$ cat src/rtl/glitch_pulse_seq.sv
// Glitch pulse sequencer: arm, wait for a trigger edge, then emit a train of
// delayed pulses. Define GLITCH_TRIG_SYNC_EN to add a two-flop trigger synchroniser.
module glitch_pulse_seq #(
  parameter int CNT_W      = 16,
  parameter int NUM_PULSES = 4
) (
  input  logic             clk,
  input  logic             rst,
  input  logic             cfg_we_i,
  input  logic [2:0]       cfg_addr_i,
  input  logic [CNT_W-1:0] cfg_data_i,
  input  logic             arm_i,
  input  logic             abort_i,
  input  logic             trigger_i,
  output logic             pulse_o,
  output logic             armed_o,
  output logic             busy_o,
  output logic             done_o,
  output logic [4:0]       pulse_cnt_o
);

  // state   | meaning
  // S_IDLE  | waiting for arm_i; config writable
  // S_ARMED | waiting for the selected trigger edge
  // S_DELAY | counting down the trigger-to-first-pulse delay
  // S_PULSE | pulse_o high, counting down the width
  // S_GAP   | pulse_o low between pulses, counting down the gap
  typedef enum logic [2:0] {S_IDLE, S_ARMED, S_DELAY, S_PULSE, S_GAP} state_t;

  state_t           state, state_nxt;
  logic [CNT_W-1:0] cnt, cnt_nxt;
  logic [4:0]       pcnt_nxt;
  logic             done_nxt;

  logic [CNT_W-1:0] cfg_delay, cfg_width, cfg_gap, cfg_count;
  logic             cfg_fall;
  logic [CNT_W-1:0] width_eff, gap_eff;
  logic [4:0]       count_eff;

  logic trig_s, trig_prev, trig_edge;

  always_ff @(posedge clk or posedge rst) begin
    if (rst) begin
      cfg_delay <= '0;
      cfg_width <= CNT_W'(1);
      cfg_gap   <= CNT_W'(1);
      cfg_count <= CNT_W'(1);
      cfg_fall  <= 1'b0;
    end else if (cfg_we_i && state == S_IDLE) begin
      case (cfg_addr_i)
        3'd0: cfg_delay <= cfg_data_i;
        3'd1: cfg_width <= cfg_data_i;
        3'd2: cfg_gap   <= cfg_data_i;
        3'd3: cfg_count <= cfg_data_i;
        3'd4: cfg_fall  <= cfg_data_i[0];
        default: ;
      endcase
    end
  end

  assign width_eff = (cfg_width == '0) ? CNT_W'(1) : cfg_width;
  assign gap_eff   = (cfg_gap == '0) ? CNT_W'(1) : cfg_gap;
  assign count_eff = (cfg_count == '0) ? 5'd1 :
                     (cfg_count >= CNT_W'(NUM_PULSES)) ? 5'(NUM_PULSES) : cfg_count[4:0];

`ifdef GLITCH_TRIG_SYNC_EN
  logic [1:0] trig_sync;
  always_ff @(posedge clk or posedge rst) begin
    if (rst) trig_sync <= 2'b00;
    else     trig_sync <= {trig_sync[0], trigger_i};
  end
  assign trig_s = trig_sync[1];
`else
  assign trig_s = trigger_i;
`endif

  // History updates every cycle, so an edge coincident with arm_i is already stale in ARMED.
  always_ff @(posedge clk or posedge rst) begin
    if (rst) trig_prev <= 1'b0;
    else     trig_prev <= trig_s;
  end

  assign trig_edge = cfg_fall ? (trig_prev & ~trig_s) : (~trig_prev & trig_s);

  always_comb begin
    state_nxt = state;
    cnt_nxt   = cnt;
    pcnt_nxt  = pulse_cnt_o;
    done_nxt  = 1'b0;
    if (abort_i) begin
      state_nxt = S_IDLE;
    end else begin
      case (state)
        S_IDLE: begin
          if (arm_i) begin
            state_nxt = S_ARMED;
            pcnt_nxt  = 5'd0;
          end
        end
        S_ARMED: begin
          if (trig_edge) begin
            if (cfg_delay == '0) begin
              state_nxt = S_PULSE;
              cnt_nxt   = width_eff - CNT_W'(1);
              pcnt_nxt  = pulse_cnt_o + 5'd1;
            end else begin
              state_nxt = S_DELAY;
              cnt_nxt   = cfg_delay - CNT_W'(1);
            end
          end
        end
        S_DELAY, S_GAP: begin
          if (cnt == '0) begin
            state_nxt = S_PULSE;
            cnt_nxt   = width_eff - CNT_W'(1);
            pcnt_nxt  = pulse_cnt_o + 5'd1;
          end else begin
            cnt_nxt = cnt - CNT_W'(1);
          end
        end
        S_PULSE: begin
          if (cnt == '0) begin
            if (pulse_cnt_o < count_eff) begin
              state_nxt = S_GAP;
              cnt_nxt   = gap_eff - CNT_W'(1);
            end else begin
              state_nxt = S_IDLE;
              done_nxt  = 1'b1;
            end
          end else begin
            cnt_nxt = cnt - CNT_W'(1);
          end
        end
        default: state_nxt = S_IDLE;
      endcase
    end
  end

  // Outputs are registered from the next state so they line up with state.
  always_ff @(posedge clk or posedge rst) begin
    if (rst) begin
      state       <= S_IDLE;
      cnt         <= '0;
      pulse_cnt_o <= 5'd0;
      pulse_o     <= 1'b0;
      armed_o     <= 1'b0;
      busy_o      <= 1'b0;
      done_o      <= 1'b0;
    end else begin
      state       <= state_nxt;
      cnt         <= cnt_nxt;
      pulse_cnt_o <= pcnt_nxt;
      pulse_o     <= (state_nxt == S_PULSE);
      armed_o     <= (state_nxt == S_ARMED);
      busy_o      <= (state_nxt != S_IDLE);
      done_o      <= done_nxt;
    end
  end

endmodule

$ cat config.mk
export PLATFORM = sky130hd
export DESIGN_NAME = glitch_pulse_seq
export DESIGN_NICKNAME = d
export VERILOG_FILES = /design/src/rtl/glitch_pulse_seq.sv
export SDC_FILE = /design/constraint.sdc
export NUM_CORES = 1
export LEC_CHECK = 0
export BUFFER_PORTS_ARGS = -buffer_cell sky130_fd_sc_hd__buf_4
export CAP_MARGIN = 20
export CORE_MARGIN = 2
export CORE_UTILIZATION = 50
export CTS_CLUSTER_SIZE = 30
export DETAILED_ROUTE_END_ITERATION = 12
export GPL_TIMING_DRIVEN = 0
export PLACE_DENSITY_LB_ADDON = 0.25
export SLEW_MARGIN = 10
export SYNTH_ARGS = -nofsm -noshare
export SYNTH_HDL_FRONTEND = slang
export SYNTH_SLANG_ARGS = --single-unit
$ cat constraint.sdc
create_clock -name clk -period 5.1 [get_ports clk]
set_input_delay 1.275 -clock clk [delete_from_list [all_inputs] [get_ports clk]]
set_output_delay 1.275 -clock clk [all_outputs]
set_load 0.01 [all_outputs]
# Word level (Yosys, flattened, before mapping)
# Index checks and enable logic that the tools add are counted.
# totals
register_bits	94
latchBits	0
ramBits	0
rom_bits	0
input_bits	25
output_inout_bits	9
wordCells	87
memories	0
# op_classes
add_sub_neg	5
n_mul	0
div_mod_pow	0
n_lt_le_gt_ge	2
n_eq_ne	15
shifts	0
muxes	28
bitwise	5
n_reduce_logical	19
# ops
cell	n
two-way mux 16 bit	7
zero test 16 bit	5
subtractor 16 x 1 -> 16 bit (second input constant)	4
case mux 16 bit (3 select lines)	1
two-way mux 5 bit	6
two-way mux 3 bit	6
greater-or-equal comparator 16 x 3 -> 1 bit (second input constant)	1
equality test 3 x 2 -> 1 bit (second input constant)	5
case mux 5 bit (3 select lines)	1
case mux 3 bit (4 select lines)	1
AND reduction 2 bit	5
equality test 3 x 1 -> 1 bit (second input constant)	3
nonzero test 3 bit	3
inequality test 2 bit (second input constant)	4
equality test 3 bit (second input constant)	2
zero test 3 bit	2
two-way mux 1 bit	6
AND reduction 6 bit	1
adder 5 x 1 -> 5 bit (second input constant)	1
< comparator 5 bit	1
AND reduction 4 bit	1
inequality test 3 bit (second input constant)	1
inverter 1 bit	3
AND 1 bit	2
other kinds (2)	2

# Longest topological paths before layout
# depth
word_depth	9
mapped_depth	12
ltp_nobuf	12

# Worst setup path before layout
# OpenSTA, ideal clock, no wires.
# synth_path
path_kind	flip-flop to flip-flop
startpoint	reg cfg_width[11]
endpoint	reg cnt[12]
setup_ns	0.064
arrival_ns	3.021
t_required_ns	5.036
setup_slack_ns	2.016
stages_incl_launch_ff	13
path_buffers	0
period_less_slack_ns	3.084
cell_sequence	dfrtp_1 or4_1 or4_4 nor3_1 a21oi_1 ha_1 or3b_2 nor4_4 xnor2_1 a2111oi_0 a31oi_1 o22ai_1 a21o_1
# synth_via
elab_chain_len	6
elab_cells_between_ends	7
cone_classes	1 x add/sub; 5 x mux; 1 x reduce/logical
# synth_lines
element	line	source
start, declared	35	logic [CNT_W-1:0] cfg_delay, cfg_width, cfg_gap, cfg_count;
start signal, assigned	52	3'd1: cfg_width <= cfg_data_i;
zero test 16 bit	61	assign width_eff = (cfg_width == '0) ? CNT_W'(1) : cfg_width;
two-way mux 16 bit (*)	61	
subtractor 16 x 1 -> 16 bit (*)	104, 115	
two-way mux 16 bit	102	if (cfg_delay == '0) begin
two-way mux 16 bit	101	if (trig_edge) begin
case mux 16 bit (3 select lines) (*)	93	case (state)
end signal, assigned	151	cnt <= cnt_nxt;
end, declared	31	logic [CNT_W-1:0] cnt, cnt_nxt;
# Mark *: on every way between the ends. The rest lies on a longest branch, timed or not. The select of a mux whose other input is x is not followed.
# A chain may end at the register's enable or synchronous reset.

# Final worst setup path
# Same ends and word-level chain as after synthesis.

==> results.py <==
metrics = {
    "synthesis": {
        "ys_ff_latch": 94,
        "ys_seq_area_share_pct": 42.5,
        "synth_top_flop_cell": "dfrtp_1",
        "yosysWarnings": 0,
        "synthDistinctLibCells": 73,
        "synth_edf_count": 0,
        "synthArstFlopShare_pct": 100,
        "postSynthAreaPerCell_um2": 9.87,
        "synthCells": 562,
        "synth_area_um2": 5550,
    },
    "floorplanning": {
        "die_y_um": 109,
        "num_rows": 38,
        "dieArea_um2": 12000,
        "ioPinCount": 34,
        "core_area_um2": 10800,
        "start_util_pct": 51.2,
        "die_x_um": 109,
    },
    "clock_tree": {
        "post_cts_buffers": 0,
        "cts_buffers": 9,
        "cts_sinks": 94,
        "clk_pin_slew_ps": 100,
        "htree_num_levels": 3,
        "clk_latency_ps": 380,
        "cts-resized-gates": 0,
        "postCtsHoldBufs": 0,
        "cts_root_buffer": "clkbuf_8",
        "cts_max_path_buffers": 2,
        "cts_tree": "done",
    },
    "sta": {
        "hold_viol": 0,
        "fin_crit_sh_pct": 70.8,
        "fin_setup_tns_ps": 0,
        "skew_ps": 8.36,
        "maxSlewHeadroom_pct": 30.4,
        "max_freq_mhz": 277,
        "tightestPinTransition_ps": 1030,
        "drv_slew": 0,
        "worst_slack_ps": 1490,
        "finalSetupViolations": 0,
        "finalCriticalPeriod_ps": 3610,
        "rsz0062_at_grt": "no",
    },
    "layout": {
        "multi_input_area_um2": 3050,
        "syn2layout_area_growth_pct": 11.9,
        "nets": 641,
        "drive_gt1_share_pct": 23.4,
        "num_antenna_cells": 0,
        "regArea_um2": 2360,
        "fill_cells": 954,
    },
    "place": {
        "dp_slack_ps": 1480,
        "place_hpwl_mm": 11.2,
        "globalplace.congestion": 0.926,
        "port_buffers": 32,
    },
    "detailed_routing": {
        "vias_per_cell": 6.12,
        "drtIter0Drc": 310,
        "wl_per_cell_um": 19.5,
        "post-route-drc-count": 0,
        "drt-pass1-iter-count": 5,
        "dr_total_vias": 4602,
        "drtAntennaViolNets": 0,
        "routed_wl_mm": 14.7,
    },
    "worst_setup_path": {
        "startpoint": "cfg_width[11]",
        "cp-end-kind": "flop",
        "critPathKind": "flop to flop",
        "cp.required_ps": 5430,
        "reg2reg_depth": 12,
        "cp-start-kind": "flop",
        "crit_fanout": 6,
        "timing.rr.start": "cfg_width[11]",
        "arrival_ps": 3940,
        "worst_r2r_endpoint": "cnt[12]",
        "reg2reg_slack_ps": 1490,
        "crit_path_end": "cnt[12]",
    },
    "global_routing": {
        "overflow": 0,
        "grt_max_degree": 55,
        "antenna_found_initial": 0,
        "grt_usage_pct": 26.3,
        "grt_pass1_wl_mm": 23.8,
        "first_global_vias": 4553,
    },
    "hold_path": {
        "hp-start": "cnt[12]",
        "hp-class": "flop to flop",
    },
    "status": {
        "run_status": "finished clean",
    },
    "pwr": {
        "p_per_area_nw_per_um2": 473,
        "power.total_mw": 2.94,
        "p_leak_nw": 2.54,
        "vdd_drop_max_v": 0.000264,
    },
    "job": {
        "drv_cap": 0,
    },
}
==> stage by stage <==
| stage | cells | utilization (%) | cell area, um2 | hold WS, ps |
|---|---|---|---|---|
| floorplan | 563 | - | 5550 | 450 |
| global placement | 735 | 55.0 | 5970 | 472 |
| detailed placement | 736 | 55.3 | 6000 | 479 |
| CTS | 752 | 57.2 | 6210 | 505 |
| global route | 752 | 57.2 | 6210 | 537 |
| finish | 752 | 57.2 | 6210 | 507 |
==> cells by family (layout without fill, tap and decap cells) <==
kind of cell             Yosys count  count (layout)  synth area share (%)
XOR/XNOR                          34              34                  5.50
buffers and inverters             33              82                  2.55
other                              1               2                0.0676
AND/OR/NAND/NOR                  198             198                  19.3
flip-flops                        94              94                  42.5
AO/OA/AOI/OAI                    128             128                  15.0
adder cells (fa/ha/maj)           10              10                  2.21
multiplexers                      64              64                  12.9
==> metal layers <==
metal	up-vias	wire length, um	GRT usage (%)
li1	2179	-	-
met1	2259	6460	35.1
met2	136	7050	42.4
met3	28	749	4.56
met4	0	393	10.7
met5	-	0	0
==> placed cells by master (no fill, tap or decap), types with 5 or more instances in the layout <==
| master | instances |
|---|---|
| or4_1 | 5 |
| nor2b_1 | 6 |
| clkbuf_8 | 9 |
| a31oi_1 | 6 |
| xor2_1 | 14 |
| o21ai_0 | 35 |
| inv_6 | 5 |
| nand4_1 | 5 |
| ha_1 | 9 |
| nand3_1 | 13 |
| nor2_1 | 45 |
| o22ai_1 | 8 |
| buf_4 | 33 |
| buf_2 | 10 |
| nor4_1 | 14 |
| nand2_1 | 47 |
| xnor2_1 | 19 |
| o31ai_1 | 5 |
| dfrtp_1 | 91 |
| a21oi_1 | 29 |
| a211oi_1 | 8 |
| mux2_2 | 60 |
| inv_1 | 13 |
| nor3_1 | 20 |
| clkbuf_1 | 6 |
| or3_1 | 6 |
==> how the worst min path moves through the flow <==
stage / to / slack [ps] / cells after the start
after floorplan: cnt[12] / 450 / 1
after global placement: cnt[12] / 470 / 1
after detailed placement: cnt[12] / 480 / 1
after CTS: cnt[12] / 510 / 1
after global routing: cfg_count[7] / 540 / 1
final: cnt[12] / 510 / 1
==> sequential cells by signal (all words and copies together) (netlist names) <==
| register | flops |
|---|---|
| trig_prev | 1 |
| done_o | 1 |
| cfg_gap | 16 |
| pulse_o | 1 |
| armed_o | 1 |
| cnt | 16 |
| cfg_delay | 16 |
| cfg_fall | 1 |
| cfg_count | 16 |
| state | 3 |
| cfg_width | 16 |
| busy_o | 1 |
| pulse_cnt_o | 5 |
==> final cells by class <==
type,count,share of cell area (%)
well taps,140,2.82
flip-flops and latches,94,38.0
multi-input cells,436,49.2
plain buffers,19,1.43
clock buffers,9,2.00
clock inverters,7,1.37
repair buffers,33,4.31
inverters,14,0.887
==> worst max-delay path, cell delays in order, from the launching register on <==
cell and delay [ps]:
dfrtp_1 450, or4_1 570, or4_4 550, nor3_1 150
a21oi_1 170, ha_1 260, or3b_2 290, nor4_4 70
xnor2_1 190, a2111oi_0 440, a31oi_1 130, o22ai_1 200
a21o_1 100
==> cell usage after synthesis (9+ instances only) <==
cell      n  area, um2
nor2_1   45        169
ha_1      9        113
o21ai_0  35        175
xnor2_1  19        166
mux2_2   60        676
nand2_1  47        176
nor4_1   14       87.6
xor2_1   14        123
a21oi_1  29        145
buf_2    10       50.1
inv_1    14       52.6
nor3_1   20        100
nand3_1  13       65.1
dfrtp_1  91       2280
==> report_power, final <==
part	internal (mW)	total [mW]	switching [mW]
logic	0.490	1.06	0.575
registers	1.02	1.33	0.313
clock network	0.239	0.541	0.302
Power figures use the tool's default switching activity.
